<file path="src/rtl/mem_port_arbiter_pkg.sv">
// Shared encodings for the MEMU port arbiter: FSM states and requester IDs.
package mem_port_arbiter_pkg;

   localparam logic [1:0] ARB_IDLE  = 2'd0;
   localparam logic [1:0] ARB_ISSUE = 2'd1;
   localparam logic [1:0] ARB_WAIT  = 2'd2;
   localparam logic [1:0] ARB_RESP  = 2'd3;

   localparam logic ARB_ID_IF = 1'b0;
   localparam logic ARB_ID_LS = 1'b1;

endpackage

</file>
<file path="src/rtl/mem_port_arbiter_rr_arbiter2.sv">
// Two-way round-robin picker: combinational grant, registered last-grant pointer.
module rr_arbiter2
   import mem_port_arbiter_pkg::*;
(
   input  logic       Global_clk,
   input  logic       Global_rst_n,
   input  logic [1:0] req,
   input  logic       update,
   input  logic       upd_id,
   output logic [1:0] gnt
);

   logic last_id;

   // NOTE: reset is synchronous, so it lives inside the clocked block; state uses <= only.
   always_ff @(posedge Global_clk) begin
      if (!Global_rst_n) begin
         last_id <= ARB_ID_LS;   // IF wins the first tie
      end else if (update) begin
         last_id <= upd_id;
      end
   end

   // NOTE: gnt gets a default before any branch so no latch is inferred.
   always_comb begin
      gnt = 2'b00;
      if (req == 2'b11) begin
         gnt = (last_id == ARB_ID_LS) ? 2'b01 : 2'b10;
      end else begin
         gnt = req;
      end
   end

endmodule

</file>
<file path="src/rtl/mem_port_arbiter.sv">
// Shares the single MEMU port between IF (read-only) and LS (read/write).
// Optional WAIT timeout with Err flag is built only when MEM_ARB_TIMEOUT_EN is defined.
module mem_port_arbiter
   import mem_port_arbiter_pkg::*;
#(
   parameter int ADDR_W  = 8,
   parameter int DATA_W  = 16
`ifdef MEM_ARB_TIMEOUT_EN
   ,
   parameter int TIMEOUT = 16
`endif
) (
   input  logic              Global_clk,
   input  logic              Global_rst_n,
   input  logic              If_req,
   input  logic [ADDR_W-1:0] If_addr,
   output logic              If_done,
   output logic [DATA_W-1:0] If_rdata,
   input  logic              Ls_req,
   input  logic              Ls_we,
   input  logic [ADDR_W-1:0] Ls_addr,
   input  logic [DATA_W-1:0] Ls_wdata,
   output logic              Ls_done,
   output logic [DATA_W-1:0] Ls_rdata,
   output logic              Read_sig,
   output logic              Write_sig,
   output logic              Mem_op_enable,
   output logic [ADDR_W-1:0] MAR,
   output logic [DATA_W-1:0] MDR_out,
   input  logic [DATA_W-1:0] MDR_in,
   input  logic              Mem_op_success,
   output logic              Busy,
`ifdef MEM_ARB_TIMEOUT_EN
   output logic              Err,
`endif
   output logic              Grant_id
);

   logic [1:0]        state;
   logic [1:0]        gnt;
   logic              done_q;
   logic [DATA_W-1:0] rdata_q;

`ifdef MEM_ARB_TIMEOUT_EN
   localparam int CNT_W = $clog2(TIMEOUT + 1);
   logic [CNT_W-1:0] wait_cnt;
`endif

   rr_arbiter2 u_rr (
      .Global_clk   (Global_clk),
      .Global_rst_n (Global_rst_n),
      .req          ({Ls_req, If_req}),
      .update       (state == ARB_RESP),
      .upd_id       (Grant_id),
      .gnt          (gnt)
   );

   always_ff @(posedge Global_clk) begin
      if (!Global_rst_n) begin
         state         <= ARB_IDLE;
         MAR           <= '0;
         MDR_out       <= '0;
         Read_sig      <= 1'b0;
         Write_sig     <= 1'b0;
         Mem_op_enable <= 1'b0;
         Grant_id      <= ARB_ID_IF;
         done_q        <= 1'b0;
         rdata_q       <= '0;
`ifdef MEM_ARB_TIMEOUT_EN
         Err           <= 1'b0;
         wait_cnt      <= '0;
`endif
      end else begin
         Mem_op_enable <= 1'b0;
         done_q        <= 1'b0;
         case (state)
            ARB_IDLE: begin
               if (gnt != 2'b00) begin
                  if (gnt[ARB_ID_LS]) begin
                     MAR       <= Ls_addr;
                     MDR_out   <= Ls_wdata;
                     Write_sig <= Ls_we;
                     Read_sig  <= !Ls_we;
                     Grant_id  <= ARB_ID_LS;
                  end else begin
                     MAR       <= If_addr;
                     Write_sig <= 1'b0;
                     Read_sig  <= 1'b1;
                     Grant_id  <= ARB_ID_IF;
                  end
                  Mem_op_enable <= 1'b1;
                  state         <= ARB_ISSUE;
               end
            end
            ARB_ISSUE: begin
               state <= ARB_WAIT;
`ifdef MEM_ARB_TIMEOUT_EN
               wait_cnt <= '0;
`endif
            end
            ARB_WAIT: begin
               if (Mem_op_success) begin
                  rdata_q <= MDR_in;
                  done_q  <= 1'b1;
                  state   <= ARB_RESP;
`ifdef MEM_ARB_TIMEOUT_EN
               end else if (wait_cnt == CNT_W'(TIMEOUT - 1)) begin
                  // Forced completion: empty data, flagged as an error.
                  rdata_q <= '0;
                  done_q  <= 1'b1;
                  Err     <= 1'b1;
                  state   <= ARB_RESP;
               end else begin
                  wait_cnt <= wait_cnt + 1'b1;
`endif
               end
            end
            ARB_RESP: begin
               Read_sig  <= 1'b0;
               Write_sig <= 1'b0;
               state     <= ARB_IDLE;
`ifdef MEM_ARB_TIMEOUT_EN
               Err       <= 1'b0;
`endif
            end
            default: state <= ARB_IDLE;
         endcase
      end
   end

   assign Busy     = (state != ARB_IDLE);
   assign If_done  = done_q && (Grant_id == ARB_ID_IF);
   assign Ls_done  = done_q && (Grant_id == ARB_ID_LS);
   assign If_rdata = If_done ? rdata_q : '0;
   assign Ls_rdata = Ls_done ? rdata_q : '0;

endmodule
</file>
<file path="config.mk">
export PLATFORM = sky130hd
export DESIGN_NAME = mem_port_arbiter
export DESIGN_NICKNAME = d
export VERILOG_FILES = /design/src/rtl/mem_port_arbiter_pkg.sv /design/src/rtl/mem_port_arbiter_rr_arbiter2.sv /design/src/rtl/mem_port_arbiter.sv
export SDC_FILE = /design/constraint.sdc
export NUM_CORES = 1
export LEC_CHECK = 0
export ABC_AREA = 1
export CORE_MARGIN = 10
export CORE_UTILIZATION = 38
export CTS_CLUSTER_DIAMETER = 60
export CTS_CLUSTER_SIZE = 40
export DETAILED_ROUTE_END_ITERATION = 10
export PLACE_DENSITY = 0.89
export SETUP_SLACK_MARGIN = 0.02
export SLEW_MARGIN = 20
export SYNTH_ARGS = -nofsm -noshare
export SYNTH_HDL_FRONTEND = slang
export SYNTH_HIERARCHICAL = 1
export SYNTH_SLANG_ARGS = --single-unit
</file>
<file path="constraint.sdc">
create_clock -name Global_clk -period 1.96 [get_ports Global_clk]
set_input_delay 0.392 -clock Global_clk [delete_from_list [all_inputs] [get_ports Global_clk]]
set_output_delay 0.392 -clock Global_clk [all_outputs]
set_load 0.01 [all_outputs]
</file>
# Yosys cells after proc, flatten, opt, wreduce, memory -nomap -nowiden
# Cells that the tools add are included.
[classes] n_reduce_logical=14 muxes=17 n_mul=0 bitwise=1 order_cmp=0 div_mod_pow=0 n_eq_ne=6 shifts=0 add_sub_neg=0
[op_table] op="$mux W16" n=2
[op_table] op="$reduce_and A2 Y1" n=6
[op_table] op="$mux W2" n=4
[op_table] op="$mux W8" n=1
[op_table] op="$pmux W2 S4" n=1
[op_table] op="$mux W1" n=7
[op_table] op="$eq A2 B2 Y1 const B" n=3
[op_table] op="$reduce_bool A2 Y1" n=3
[op_table] op="$ne A2 B2 Y1 const B" n=2
[op_table] op="$pmux W1 S2" n=2
[op_table] op="$reduce_and A3 Y1" n=1
[op_table] op="$eq A2 B1 Y1 const B" n=1
[op_table] op="$logic_and A1 B1 Y1" n=2
[op_table] op="$logic_not A2 Y1" n=1
[op_table] op="$logic_not A1 Y1" n=1
[op_table] op="$not A1 Y1" n=1
[totals] inputBits=54 out_inout_bits=63 reg_bits=48 rom_bits=0 latch_bits=0 ramBits=0 n_memories=0

# Logic depth before layout (Yosys ltp)
# Gate-level depths: netlist of the first run.
[depth] word_depth=5 ltp_mapped=7

# Cells and area by module
# The synthesis of the first run kept the hierarchy.
[modules_own_cells] mod="mem_port_arbiter" area_each_um2=2054.5 n_inst=1 seq_area_each_um2=940.9 cells_per_inst=284
[modules_own_cells] mod="rr_arbiter2" area_each_um2=55.1 n_inst=1 seq_area_each_um2=20.0 cells_per_inst=8

# Worst setup path before layout of the first run
# OpenSTA, ideal clock, no wires.
[synth_timing] path_type="input to register" start="in Ls_req" end="reg Read_sig" required_ps=1845 setup_time_ps=115 t_arrival_ps=1377 path_stages=7 path_buffers=1 slack_ps=468 path_cell_list="a21boi_0 buf_6 nor2_8 nand2_2 nand3_1 nand2_1 nor2_1"
[synth_between] elab_chain_len=5
[synth_lines] element="from (decl)" line_no="mem_port_arbiter.sv:19" text="input logic Ls_req,"
[synth_lines] element="$eq A2 B2 Y1" line_no="mem_port_arbiter_rr_arbiter2.sv:27" text="if (req == 2'b11) begin"
[synth_lines] element="$mux W2 *" line_no="mem_port_arbiter_rr_arbiter2.sv:27"
[synth_lines] element="$mux W1 / $reduce_bool A2 Y1 (equally long branches)" line_no="mem_port_arbiter.sv:79, mem_port_arbiter.sv:78"
[synth_lines] element="$mux W1 / $ne A2 B2 Y1 (equally long branches)"
[synth_lines] element="$pmux W1 S2 / $reduce_and A2 Y1 (equally long branches)"
[synth_lines] element="to (signal assigned)" line_no="mem_port_arbiter.sv:83" text="Read_sig <= !Ls_we;"
[synth_lines] element="to (decl)" line_no="mem_port_arbiter.sv:25" text="output logic Read_sig,"
# Mark *: on every way between the ends. The rest lies on a longest branch, timed or not. The select of a mux whose other input is x is not followed.
# A chain may end at the register's enable or synchronous reset.

# Worst setup path after layout of the first run
[layout_timing] start="reg Grant_id" end="out If_rdata[1]"
[layout_between] elab_chain_len=3
[layout_lines] element="from (decl)" line_no="mem_port_arbiter.sv:36" text="output logic Grant_id"
[layout_lines] element="from (signal assigned)" line_no="mem_port_arbiter.sv:66" text="Grant_id <= ARB_ID_IF;"
[layout_lines] element="from (signal assigned)" line_no="mem_port_arbiter.sv:84" text="Grant_id <= ARB_ID_LS;"
[layout_lines] element="from (signal assigned)" line_no="mem_port_arbiter.sv:89" text="Grant_id <= ARB_ID_IF;"
[layout_lines] element="$not A1 Y1" line_no="mem_port_arbiter.sv:132" text="assign If_done = done_q && (Grant_id == ARB_ID_IF);"
[layout_lines] element="$logic_and A1 B1 Y1" line_no="mem_port_arbiter.sv:132"
[layout_lines] element="$mux W16" line_no="mem_port_arbiter.sv:134" text="assign If_rdata = If_done ? rdata_q : '0;"
[layout_lines] element="to (decl)" line_no="mem_port_arbiter.sv:18" text="output logic [DATA_W-1:0] If_rdata,"
# No other way between the ends.

==> reports/metrics.cfg, run 1 <==
[die]
die_area_sq_um=8930
io_pins=117
core_area_sq_um=5440
rows=27
start_util_pct=38.8
die_x_um=94.5
die_y_um=94.5

[sta]
final_max_slew_viol_count=0
finalCritPeriodShare_pct=91.1
max_slew_margin_pct=75.7
clock_skew_ns=0.00284
whs_ns=0.484
fmaxAchievable_mhz=560
worstMarginPinSlew_ns=0.363
setup_tns_ns=0
rsz0062_at_grt=false
final_hold_viol_count=0
post-route-min-period_ns=1.78
setup-violations-final=0

[cts]
numCtsBuffers=5
cts.path.max_buffers=2
path_clk_slew_ns=0.09
post_cts_buffers=0
cts_max_level=2
clock_latency_ns=0.29
tritoncts=built
cts.sinks=48
cts_root_buf=clkbuf_8

[setup_path]
crit_path_max_fanout=16
critPathLaunchType=flip-flop
crit_path_start=Grant_id$_SDFFE_PN0P_
reg2reg_from=state[0]$_SDFFE_PN0P_
path_common_cell=nor2_1
worstPathRequired_ns=1.57
reg2reg_depth=7
worstSetupPathDepth=4
critPathTopFamily=buffers and inverters
worstPathCellList=nor2_1 -> inv_2 -> nor2_1 -> dlygate4sd2_1
slowest_stage=dfxtp_4
critical-path-max-stage-delay_ns=0.37
path_buf_inv=2
worstPathArrival_ns=1.39
cp-endpoint=If_rdata[1]
r2r_slack_ns=0.52
crit_type=flip-flop to output port
cp-end-kind=output port
worst_r2r_endpoint=MDR_out[9]$_SDFFE_PN0P_

[place]
dp_hpwl_mm=5.15
port_buffers=116
gp_congestion=0.790

[global_routing]
grt_max_degree=47
antenna_found_initial=0
gr-total-overflow=0
grt_pass1_vias=2122
grt_use_total_pct=14.2
grt_pass1_wl_mm=10.3

[cells_and_area]
area_growth_pct=61.5
layout_common_cells=85 x nor2_1, 82 x clkdlybuf4s50_1, 46 x dfxtp_1
final_common_cell=nor2_1
antenna_cells=0
fin_nets=467
drive_gt1_share_pct=6.34

[synthesis]
yosysWarnings=6
ys_ff_latch=48
avgSynthCellArea_sq_um=7.22
netlist.area_leader.share_pct=45.6
synth_nets=350
syn-cell-area_sq_um=2110
syn_inst=292
yosys-top-cells-area=dfxtp_1 46%, nor2_1 15%, o21ai_0 8.3%
seq_area_frac_synth_pct=45.6
yosysUniqueCellTypes=23
synth_top_area_cell=dfxtp_1

[routing]
postRouteAntennaNets=0
routed_wl_mm=6.56
drc_errors=0
routed_via_density=4.60
drt_iter0_drc=82
firstDrtPassIters=4
num_vias=2215
avgRoutedWirePerCell_um=13.6

[power_and_ir_drop]
leakage_uw=0.00152
p_per_area_nw_per_um2=1000
peakVddDrop_uv=680

[worst_hold_path]
min-delay-path-class=flip-flop to flip-flop

[job]
maxCapViolCount=0

[outcome]
outcome=finished, final reports clean

==> final cells by class <==
class | instances | area (sq um)
multi-input combinational | 193 | 922
inverter | 38 | 148
tap | 72 | 90.1
sequential | 48 | 966
clock buffer | 7 | 86.3
fill | 531 | 2030
clock inverter | 1 | 7.51
timing repair buffer | 123 | 1190
==> Yosys cell counts <==
| cell type | instances |
|---|---|
| buf_12 | 1 |
| nand2_2 | 1 |
| buf_2 | 2 |
| buf_6 | 2 |
| ha_1 | 4 |
| o21ai_4 | 1 |
| nand2_1 | 21 |
| nand3_1 | 5 |
| nand2_4 | 1 |
| a21oi_1 | 21 |
| inv_1 | 36 |
| nor2_2 | 1 |
| inv_2 | 1 |
| dfxtp_1 | 48 |
| inv_6 | 1 |
| o21ai_0 | 35 |
| nor2_8 | 2 |
| a21boi_1 | 1 |
| a21boi_0 | 1 |
| nor2_1 | 85 |
| clkbuf_1 | 6 |
| buf_1 | 2 |
| o21ai_1 | 14 |
==> layer usage <==
layer	global-route usage (%)	vias up	wire [um]
li1	-	1145	-
met1	15.6	990	2760
met2	24.7	76	3140
met3	6.34	4	627
met4	2.62	0	27
met5	0	-	0
==> timing repair <==
action	CTS	global route
resized for setup	36	2
endpoints found under the setup margin	34	1
hold buffers	0	0
pin swaps	0	0
==> where the power goes <==
group | switching [uW] | internal [uW]
Sequential | 127 | 1230
Clock | 319 | 287
Combinational | 761 | 679
Total | 1210 | 2200
==> state kept, by name, summed over array words and instances (netlist names) <==
name,count
state,2
Mem_op_enable,1
done_q,1
MDR_out,16
Read_sig,1
Write_sig,1
MAR,8
rdata_q,16
Grant_id,1
u_rr/last_id,1
==> how the worst min path moves through the flow <==
| stage | endpoint | slack, ns | startpoint | cells past startpoint |
|---|---|---|---|---|
| 6_report | rdata_q[2]$_SDFFE_PN0P_ | 0.48 | rdata_q[2]$_SDFFE_PN0P_ | 2 |
| 5_1_grt | rdata_q[2]$_SDFFE_PN0P_ | 0.50 | rdata_q[2]$_SDFFE_PN0P_ | 2 |
| 3_3_place_gp | MDR_out[10]$_SDFFE_PN0P_ | 0.46 | MDR_out[10]$_SDFFE_PN0P_ | 2 |
| 2_1_floorplan | u_rr/last_id$_SDFFE_PN1P_ | 0.44 | u_rr/last_id$_SDFFE_PN1P_ | 2 |
| 4_1_cts | rdata_q[2]$_SDFFE_PN0P_ | 0.48 | rdata_q[2]$_SDFFE_PN0P_ | 2 |
| 3_5_place_dp | rdata_q[2]$_SDFFE_PN0P_ | 0.47 | rdata_q[2]$_SDFFE_PN0P_ | 2 |
==> tightest hold or removal path: stages (launching register included) <==
cell,delay (ns)
dfxtp_1,0.31
inv_1,0.08
a21oi_1,0.06
==> cells by family after synthesis <==
kind of cell	Yosys count	share of synthesized area, %
AND/OR/NAND/NOR	116	23.1
flip-flops	48	45.6
adder cells (fa/ha/maj)	4	2.37
AO/OA/AOI/OAI	73	18.1
buffers and inverters	51	10.9
==> metrics by stage <==
stage	power (uW)	area (sq um)	std cells	setup WS, ns	utilization, %
3_5_place_dp	2840	3350	474	0.0519	61.5
4_1_cts	3450	3400	482	0.0257	62.5
3_3_place_gp	2790	3350	474	0.137	61.5
2_1_floorplan	2190	2110	292	0.468	-
6_report	3410	3410	482	0.175	62.6
5_1_grt	3690	3410	482	0.0568	62.6
Note: power is estimated with default switching activity, not from simulation.
==> run 2, diff against run 1 <==
--- a/config.mk
+++ b/config.mk
@@ -6,13 +6,15 @@
 export NUM_CORES = 1
 export LEC_CHECK = 0
 export ABC_AREA = 1
+export CORE_ASPECT_RATIO = 1.2
 export CORE_MARGIN = 10
 export CORE_UTILIZATION = 38
 export CTS_CLUSTER_DIAMETER = 60
 export CTS_CLUSTER_SIZE = 40
 export DETAILED_ROUTE_END_ITERATION = 10
-export PLACE_DENSITY = 0.89
+export PLACE_DENSITY_LB_ADDON = 0.2
 export SETUP_SLACK_MARGIN = 0.02
+export SKIP_CTS_REPAIR_TIMING = 1
 export SLEW_MARGIN = 20
 export SYNTH_ARGS = -nofsm -noshare
 export SYNTH_HDL_FRONTEND = slang
==> reports/metrics.cfg, run 2 (synthesis gave the netlist of run 1 again) <==
[global_routing]
global_route.usage.met3_pct=4.26
grt_use_total_pct=13.3
gr-total-overflow=0
grt_pass1_wl_mm=9.69
grt_pass1_vias=1933
grt_max_degree=47
antenna_found_initial=0
top_usage_layer=met2
met2_usage_pct=24.8
grt_use_met1_pct=13.7

[setup_path]
crit_path_start=done_q$_SDFF_PN0_
worst_r2r_endpoint=MDR_out[13]$_SDFFE_PN0P_
crit_path_max_fanout=17
critPathLaunchType=flip-flop
cp-end-kind=output port
reg2reg_depth=7
cp-endpoint=Ls_rdata[10]
worstPathRequired_ns=1.57
crit_type=flip-flop to output port
reg2reg_from=state[0]$_SDFFE_PN0P_
r2r_slack_ns=0.53
worstPathArrival_ns=1.50

[power_and_ir_drop]
leakage_uw=0.00168
p_per_area_nw_per_um2=968
peakVddDrop_uv=765

[cts]
cts.sinks=48
numCtsBuffers=5
tritoncts=built
path_clk_slew_ns=0.09
cts.path.max_buffers=2
cts_root_buf=clkbuf_8
cts_max_level=2
clock_latency_ns=0.29

[worst_hold_path]
min-delay-path-class=flip-flop to flip-flop
holdPathStages=2

[sta]
fmaxAchievable_mhz=528
worstMarginPinSlew_ns=0.290
worst_slack_ns=0.0653
final_hold_viol_count=0
post-route-min-period_ns=1.89
whs_ns=0.481
rsz0062_at_grt=true
setup-violations-final=0
max_slew_margin_pct=80.5
clock_skew_ns=0.00618
finalCritPeriodShare_pct=96.7
final_max_slew_viol_count=0

[die]
rows=29
io_pins=117
die_x_um=88.0
start_util_pct=39.5
die_area_sq_um=8940
die_y_um=102
core_area_sq_um=5330

[routing]
num_vias=2112
firstDrtPassIters=4
drc_errors=0
routed_wl_mm=6.40
postRouteAntennaNets=0
routed_via_density=4.47
avgRoutedWirePerCell_um=13.5
drt_iter0_drc=58

[cells_and_area]
fin_nets=468
final_common_cell=clkdlybuf4s50_1
area_growth_pct=66.4
top_regs=MDR_out x16, rdata_q x16, MAR x8
layout_common_cells=99 x clkdlybuf4s50_1, 85 x nor2_1, 47 x dfxtp_1
fin_area_sq_um=3510
drive_gt1_share_pct=6.81
antenna_cells=0

[place]
gp_congestion=0.710
port_buffers=116
dp_hpwl_mm=5.05
placed_area_sq_um=3370
dp_slack_ns=0.0544

[job]
maxCapViolCount=0

[outcome]
outcome=finished, final reports clean

==> run 2: worst min-delay path by stage <==
stage	to	startpoint	slack, ns
floorplan	u_rr/last_id$_SDFFE_PN1P_	u_rr/last_id$_SDFFE_PN1P_	0.44
CTS	rdata_q[2]$_SDFFE_PN0P_	rdata_q[2]$_SDFFE_PN0P_	0.48
finish	rdata_q[12]$_SDFFE_PN0P_	rdata_q[12]$_SDFFE_PN0P_	0.48
detailed placement	rdata_q[2]$_SDFFE_PN0P_	rdata_q[2]$_SDFFE_PN0P_	0.47
global route	rdata_q[11]$_SDFFE_PN0P_	rdata_q[11]$_SDFFE_PN0P_	0.51
global placement	rdata_q[13]$_SDFFE_PN0P_	rdata_q[13]$_SDFFE_PN0P_	0.46
==> run 2: critical path, cell delays in order, from the launching register on <==
cell	delay [ns]
dfxtp_1	0.38
nand2_4	0.14
nor2_1	0.13
clkdlybuf4s50_1	0.56
==> run 2: layout make-up <==
cell class / count / area, sq um
tap: 62 / 77.6
multi-input combinational: 193 / 930
sequential: 48 / 962
clock inverter: 3 / 23.8
timing repair buffer: 124 / 1300
fill: 494 / 1820
inverter: 38 / 148
clock buffer: 5 / 68.8
==> run 2: through the flow <==
step | power, uW | TNS (ns) | std cells | utilization (%)
floorplan | 2190 | 0 | 292 | -
global placement | 2830 | 0 | 465 | 63.1
CTS | 3460 | -6.79 | 473 | 64.9
detailed placement | 2860 | 0 | 465 | 63.1
global route | 3670 | 0 | 473 | 65.8
finish | 3400 | 0 | 473 | 65.8
==> run 2: power by group <==
part | internal (uW) | switching [uW]
combinational | 707 | 752
sequential | 1230 | 125
clock | 253 | 332
==> run 2: per-layer routing <==
| layer | vias up | part of all wire (%) | wire length [um] |
|---|---|---|---|
| met4 | 0 | 0.69 | 44 |
| met2 | 68 | 52 | 3340 |
| li1 | 1145 | - | - |
| met5 | - | 0 | 0 |
| met1 | 895 | 40 | 2540 |
| met3 | 4 | 7.5 | 483 |
==> run 3, diff against run 2 <==
--- a/config.mk
+++ b/config.mk
@@ -12,7 +12,7 @@
 export CTS_CLUSTER_DIAMETER = 60
 export CTS_CLUSTER_SIZE = 40
 export DETAILED_ROUTE_END_ITERATION = 10
-export PLACE_DENSITY_LB_ADDON = 0.2
+export PLACE_DENSITY = 0.79
 export SETUP_SLACK_MARGIN = 0.02
 export SKIP_CTS_REPAIR_TIMING = 1
 export SLEW_MARGIN = 20
==> reports/metrics.cfg, run 3 (synthesis gave the netlist of run 1 again) <==
[outcome]
outcome=finished, final reports clean

[setup_path]
reg2reg_from=state[0]$_SDFFE_PN0P_
worstPathArrival_ns=1.40
worstPathRequired_ns=1.57
worst_r2r_endpoint=rdata_q[9]$_SDFFE_PN0P_
slowest_stage=clkdlybuf4s50_1
critPathLaunchType=flip-flop
path_buf_inv=1
r2r_slack_ns=0.53
crit_path_start=Grant_id$_SDFFE_PN0P_
worstSetupPathDepth=2
crit_type=flip-flop to output port
critPathTopFamily=buffers and inverters
critical-path-max-stage-delay_ns=0.59
reg2reg_depth=6
cp-endpoint=If_done
cp-end-kind=output port
worstPathCellList=nor2_2 -> clkdlybuf4s50_1
crit_path_max_fanout=5

[power_and_ir_drop]
p_per_area_nw_per_um2=958
peakVddDrop_uv=604
leakage_uw=0.00199

[sta]
final_hold_viol_count=0
whs_ns=0.480
rsz0062_at_grt=false
final_max_slew_viol_count=0
clock_skew_ns=0.00612
finalCritPeriodShare_pct=91.5
worst_slack_ns=0.167
fmaxAchievable_mhz=558
post-route-min-period_ns=1.79
setup-violations-final=0
worstMarginPinSlew_ns=0.300
max_slew_margin_pct=79.9

[die]
io_pins=117
start_util_pct=39.5
rows=29
die_x_um=88.0
die_area_sq_um=8940
die_y_um=102
core_area_sq_um=5330

[place]
gp_congestion=0.761
dp_slack_ns=0.134
dp_hpwl_mm=5.00
placed_area_sq_um=3340
port_buffers=116

[cells_and_area]
final_common_cell=nor2_1
fin_area_sq_um=3550
drive_gt1_share_pct=6.80
nFillCells=473
top_regs=MDR_out x16, rdata_q x16, MAR x8
area_growth_pct=68.1
layout_common_cells=84 x nor2_1, 82 x clkdlybuf4s50_1, 46 x dfxtp_1
antenna_cells=0
fin_nets=469

[cts]
cts.sinks=48
cts_max_level=2
cts.path.max_buffers=2
tritoncts=built
path_clk_slew_ns=0.08
clock_latency_ns=0.30
numCtsBuffers=5
cts_root_buf=clkbuf_8

[routing]
avgRoutedWirePerCell_um=13.7
num_vias=2144
routed_wl_mm=6.49
firstDrtPassIters=4
postRouteAntennaNets=0
routed_via_density=4.52
drc_errors=0
drt_iter0_drc=79

[global_routing]
grt_pass1_vias=1971
antenna_found_initial=0
grt_max_degree=47
grt_use_total_pct=13.6
gr-total-overflow=0
grt_pass1_wl_mm=9.75

[job]
maxCapViolCount=0

[worst_hold_path]
min-delay-path-class=flip-flop to flip-flop

run 3: worst min-delay path: stages (launching register included):
cell	delay [ns]
dfxtp_1	0.30
inv_1	0.08
a21oi_1	0.06
run 3: area by class of cell:
cell class	count	area [sq um]	area share, %
repair buffers	125	1340	37.8
well taps	62	77.6	2.19
inverters	38	151	4.27
clock buffers	8	90.1	2.54
multi-input cells	193	925	26.1
flip-flops and latches	48	963	27.2
run 3: how the worst min path moves through the flow:
stage,startpoint,end,slack [ns],cells after the start
6_report,rdata_q[11]$_SDFFE_PN0P_,rdata_q[11]$_SDFFE_PN0P_,0.48,2
5_1_grt,rdata_q[10]$_SDFFE_PN0P_,rdata_q[10]$_SDFFE_PN0P_,0.51,2
4_1_cts,rdata_q[11]$_SDFFE_PN0P_,rdata_q[11]$_SDFFE_PN0P_,0.48,2
3_5_place_dp,rdata_q[11]$_SDFFE_PN0P_,rdata_q[11]$_SDFFE_PN0P_,0.47,2
3_3_place_gp,rdata_q[10]$_SDFFE_PN0P_,rdata_q[10]$_SDFFE_PN0P_,0.46,2
2_1_floorplan,u_rr/last_id$_SDFFE_PN1P_,u_rr/last_id$_SDFFE_PN1P_,0.44,2
run 3: metrics by stage:
step / TNS, ns / utilization (%) / total power [uW] / std cells
finish: 0 / 66.5 / 3400 / 474
CTS: -3.91 / 64.3 / 3440 / 473
floorplan: 0 / - / 2190 / 292
detailed placement: 0 / 62.7 / 2830 / 465
global route: 0 / 66.5 / 3660 / 474
global placement: 0 / 62.7 / 2800 / 465
run 3: power breakdown:
part / internal, uW / switching, uW
registers: 1230 / 119
logic: 697 / 749
clock network: 288 / 313
run 3: layer usage:
layer	up-vias	track usage, %	part of all wire, %
met1	935	14.6	41
met2	54	24.8	52
met5	-	0	0
met4	0	5.44	1.5
met3	8	3.21	5.2
li1	1147	-	-
